$ cat config.mk
export PLATFORM = sky130hd
export DESIGN_NAME = serial_add_ctrl
export DESIGN_NICKNAME = d
export VERILOG_FILES = /design/src/rtl/serial_add_ctrl.sv
export SDC_FILE = /design/constraint.sdc
export NUM_CORES = 1
export LEC_CHECK = 0
export CAP_MARGIN = 20
export CORE_MARGIN = 5
export CORE_UTILIZATION = 47
export DETAILED_ROUTE_END_ITERATION = 16
export PLACE_DENSITY_LB_ADDON = 0.05
export SLEW_MARGIN = 20
export SYNTH_ARGS = -nofsm -noshare
export SYNTH_HDL_FRONTEND = slang
export SYNTH_SLANG_ARGS = --single-unit
$ cat constraint.sdc
create_clock -name clk -period 3.5 [get_ports clk]
set_input_delay 0.525 -clock clk [delete_from_list [all_inputs] [get_ports clk]]
set_output_delay 0.525 -clock clk [all_outputs]
set_load 0.05 [all_outputs]
$ cat src/rtl/serial_add_ctrl.sv
// Bit-serial adder controller: sequences a single full-adder stage LSB-first
// across WIDTH-bit operands, with a start/busy/done handshake.
`timescale 1ns/1ps

module serial_add_ctrl #(
    parameter int WIDTH = 8,
    parameter int CNT_W = $clog2(WIDTH + 1)
) (
    input  logic             clk,
    input  logic             rst_n,
    input  logic             start,
    input  logic [WIDTH-1:0] a,
    input  logic [WIDTH-1:0] b,
    input  logic             cin,
    output logic             busy,
    output logic             done,
    output logic [WIDTH-1:0] sum,
    output logic             cout,
    output logic [1:0]       state_dbg
);

    // Handshake: start is a request taken only in IDLE (the accept edge);
    // busy is high for exactly WIDTH cycles after acceptance, then done
    // pulses for one cycle with sum/cout already valid. No back-pressure.

    // Encoding chosen so busy and done are direct state flop bits.
    typedef enum logic [1:0] {
        S_IDLE = 2'b00,
        S_RUN  = 2'b01,
        S_DONE = 2'b10
    } state_t;

    state_t           state;
    state_t           state_nxt;

    logic [WIDTH-1:0] a_sh;
    logic [WIDTH-1:0] b_sh;
    logic [WIDTH-1:0] r_sh;
    logic [WIDTH-1:0] r_nxt;
    logic             carry;
    logic [CNT_W-1:0] cnt;

    logic             fa_sum;
    logic             fa_carry;
    logic             last_bit;

    // The single full-adder stage.
    assign fa_sum   = a_sh[0] ^ b_sh[0] ^ carry;
    assign fa_carry = (a_sh[0] & b_sh[0]) | (a_sh[0] & carry) | (b_sh[0] & carry);

    // New bit enters at the MSB so the result lands in place after WIDTH shifts.
    assign r_nxt    = (r_sh >> 1) | (WIDTH'(fa_sum) << (WIDTH - 1));
    assign last_bit = (cnt == CNT_W'(WIDTH - 1));

    // State register
    always_ff @(posedge clk or negedge rst_n) begin
        if (!rst_n) begin
            state <= S_IDLE;
        end else begin
            state <= state_nxt;
        end
    end

    // Next-state logic
    always_comb begin
        state_nxt = state;
        case (state)
            S_IDLE:  if (start)    state_nxt = S_RUN;
            S_RUN:   if (last_bit) state_nxt = S_DONE;
            S_DONE:                state_nxt = S_IDLE;
            default:               state_nxt = S_IDLE;
        endcase
    end

    // Output decode
    always_comb begin
        busy      = state[0];
        done      = state[1];
        state_dbg = state;
    end

    // Datapath: operand shifters, carry flop, bit counter and result registers.
    always_ff @(posedge clk or negedge rst_n) begin
        if (!rst_n) begin
            a_sh  <= '0;
            b_sh  <= '0;
            r_sh  <= '0;
            carry <= 1'b0;
            cnt   <= '0;
            sum   <= '0;
            cout  <= 1'b0;
        end else begin
            case (state)
                S_IDLE: begin
                    if (start) begin
                        a_sh  <= a;
                        b_sh  <= b;
                        carry <= cin;
                        r_sh  <= '0;
                        cnt   <= '0;
                    end
                end
                S_RUN: begin
                    a_sh  <= a_sh >> 1;
                    b_sh  <= b_sh >> 1;
                    r_sh  <= r_nxt;
                    carry <= fa_carry;
                    cnt   <= cnt + 1'b1;
                    // sum/cout keep the previous result until this final bit.
                    if (last_bit) begin
                        sum  <= r_nxt;
                        cout <= fa_carry;
                    end
                end
                default: ;
            endcase
        end
    end

endmodule

==> metrics.md <==
| Metric | Value |
|---|---|
| Int Pwr | 0.00118 W |
| CP delay by family, top | buffers and inverters |
| H-Tree Depth | 2 |
| Top post-synthesis cells by area | dfrtp_1 (57%), a22oi_1 (7.1%), mux2_2 (6.0%) |
| Most common cell in the synthesized netlist | dfrtp_1 |
| Post-synth EDFFs | 0 |
| Max_cap viols | 0 |
| Min-Delay Path Class | in2async |
| Mux contribution to synthesized area | 5.96% |
| Drt via density | 5.47 |
| Buf/Inv on CP | 1 |
| Die area | 0.00492 mm2 |
| Initial core utilization | 49.8% |
| Routability congestion estimate | 0.794 |
| Worst skew pair latency | 0.35 ns |
| Routed Antenna Nets | 0 |
| Die X | 70.2 um |
| Post-synth top area cell | dfrtp_1 |
| Vias in the first global route | 1,317 |
| Largest net degree at the start of global routing | 40 |
| Switch Pwr | 0.000753 W |
| Ys Warns | 0 |
| # setup viols final | 0 |
| Commonest cells in the netlist | dfrtp_1 (39), o21ai_0 (18), a22oi_1 (16) |
| WS Path Type | reg2out |
| Clock Power Share | 19.2% |
| Max incr delay on CP | 0.94 ns |
| Flop pwr share | 41.5% |
| Slew @ Worst Pin | 0.860 ns |
| RSZ-0062 raised after global routing | no |
| Clk sinks | 39 |
| CP startpoint kind | flop |
| Hold buffers post-CTS | 0 |
| PostCTS Resize Cnt | 0 |
| CTS tree | built |
| Core Box Area | 0.00342 mm2 |
| Post-layout min period | 2.66 ns |
| Initial drt markers | 57 |
| Clock Skew | 0.0163 ns |
| Post-Synth XOR/XNOR Area | 0% |
| Initial antenna violation count | 0 |
| Fin crit share | 75.9% |
| Residual DRC | 0 |
| Worst Path Max Fanout | 25 |
| Synthesized area per cell | 11.3 um2 |
| Hold Fails Final Rpt | 0 |
| Pwr Total | 0.00193 W |
| Largest family of logic cells by synthesized area | compound AO/OA/AOI/OAI gates |
| First-pass GRT wire length | 5810 um |
| I/O pins | 33 |
| Final #Nets | 199 |
| FFs w/ async S/R, synth | 100% |
| Routed len/inst | 14.9 um |
| Post-synth top flop | dfrtp_1 |
| DP Worst Slack | 1.21 ns |
| Final WS setup | 0.844 ns |
| Gate power share | 39.4% |
| Syn-to-layout area delta | 24.9% |
| Row count | 21 |
| Detailed Place HPWL | 2260 um |
| Post-Synth Adder-Cell Area | 1.91% |
| Worst IR drop on VDD | 0.346 mV |
| Synthesized instance count | 150 |
| Leak | 0.918 nW |
| Worst Setup End Kind | output pin |
| Num CTS Buffers | 5 |
| Final setup TNS | 0 ns |
| Syn nets | 172 |
| Switching share of total power | 38.9% |
| Via count | 1,225 |
| CP cell instances | clkdlybuf4s50_1 |
| Highest clock rate | 377 MHz |
| Area share of the largest cell type after synthesis | 57.4% |
| Rel. slew slack | 42.7% |
| Worst-path clk slew | 0.11 ns |
| Power Density | 910 mW/mm2 |
| Total grt overflow | 0 |
| 1st-pass router iterations | 4 |
| Synth Area in Compound Gates | 21.2% |
| Postcts setup bufs | 0 |
| FF+latch count, synth | 39 |
| IO buf count | 32 |
| Sequential element share of the synthesized area | 57.4% |
| Ant diodes | 0 |
| Max Root-Sink Buffers | 2 |
| Final wirelength | 3330 um |
| Cell Area, Synth | 0.00170 mm2 |
| Cell variety after synth | 24 |
| CP required | 2.97 ns |
| Slowest CP cell | clkdlybuf4s50_1 |
| Final Max Slew Viols | 0 |
| Status | completed |
| Layout cells sized above 1 | 11.2% |
| Root Driver | clkbuf_4 |
| Aggregate global-route resource usage | 14.8% |
| Die height | 70.2 um |
| Simple-Gate Fraction of Synth Area | 9.56% |
| Crit path arrival time | 2.13 ns |
worst register-to-register path: cells and delay by family (launching register included):
kind / cells / cell delay [ns]
simple gates: 2 / 0.74
flops: 1 / 0.84
mux: 1 / 0.40
metal layers:
| layer | routed length, um | part of all wire [%] | GRT usage [%] | vias to the layer above |
|---|---|---|---|---|
| met5 | 0 | 0 | 0 | - |
| met4 | 68 | 2.0 | 7.66 | 0 |
| met3 | 155 | 4.7 | 3.30 | 8 |
| met2 | 1590 | 48 | 25.4 | 28 |
| met1 | 1520 | 46 | 17.2 | 594 |
| li1 | - | - | - | 595 |
worst paths after layout:
check | to | slack [ns] | depth (start not counted) | startpoint
max | state_dbg[0] | 0.84 | 1 | state_dbg[0]
min | sum[1] | 0.27 | 1 | rst_n
max reg2reg | sum[3] | 1.42 | 3 | state_dbg[0]
min reg2reg | b_sh[3] | 0.49 | 2 | b_sh[3]
max in group asynchronous | b_sh[2] | 2.68 | 1 | rst_n
min in group clk | b_sh[3] | 0.49 | 2 | b_sh[3]
area by class of cell:
type,count,area (um2)
clock buffer,6,41.3
clock inverter,2,60.1
fill,300,1290
inverter,2,7.51
multi-input combinational,96,659
sequential,39,976
tap,46,57.6
timing repair buffer,33,323
cell usage in the layout (no fill, tap or decap), types with 2 or more instances in the layout:
master           count
bufinv_16            2
a22o_1               8
nor2b_1             10
a22oi_1             16
mux2_2               9
clkdlybuf4s50_1     31
o21ai_0             18
nand2_1             11
dfrtp_1             39
inv_1                2
clkbuf_4             5
a21oi_1             11
through the flow:
step	util (%)	instance area [um2]	std cells	hold WS [ns]
after floorplan	-	1700	150	0.229
after global placement	59.2	2020	216	0.466
after detailed placement	59.2	2020	216	0.477
after CTS	62.1	2120	224	0.285
after global routing	62.2	2120	224	0.331
final	62.2	2120	224	0.266
sequential cells by signal, summed over array words and instances, names as in the netlist:
register / flops
r_sh: 7
cout: 1
cnt: 4
state_dbg: 2
a_sh: 8
carry: 1
b_sh: 8
sum: 8
kinds of logic (layout without fill, tap and decap cells):
logic type / count (synthesis) / count (layout)
compound gates: 56 / 56
fa+ha+maj: 2 / 2
buf+inv: 15 / 43
flops: 39 / 39
mux: 9 / 9
simple gates: 29 / 29
power by group through the flow:
stage,Clock (W),Sequential (W),Combinational [W]
floorplan,0,0.000904,0.000444
global placement,0,0.000801,0.000755
detailed placement,0,0.000813,0.000765
CTS,0.000380,0.000803,0.000768
global route,0.000393,0.000834,0.000825
finish,0.000371,0.000801,0.000761
(Power assumes the default switching activity.)
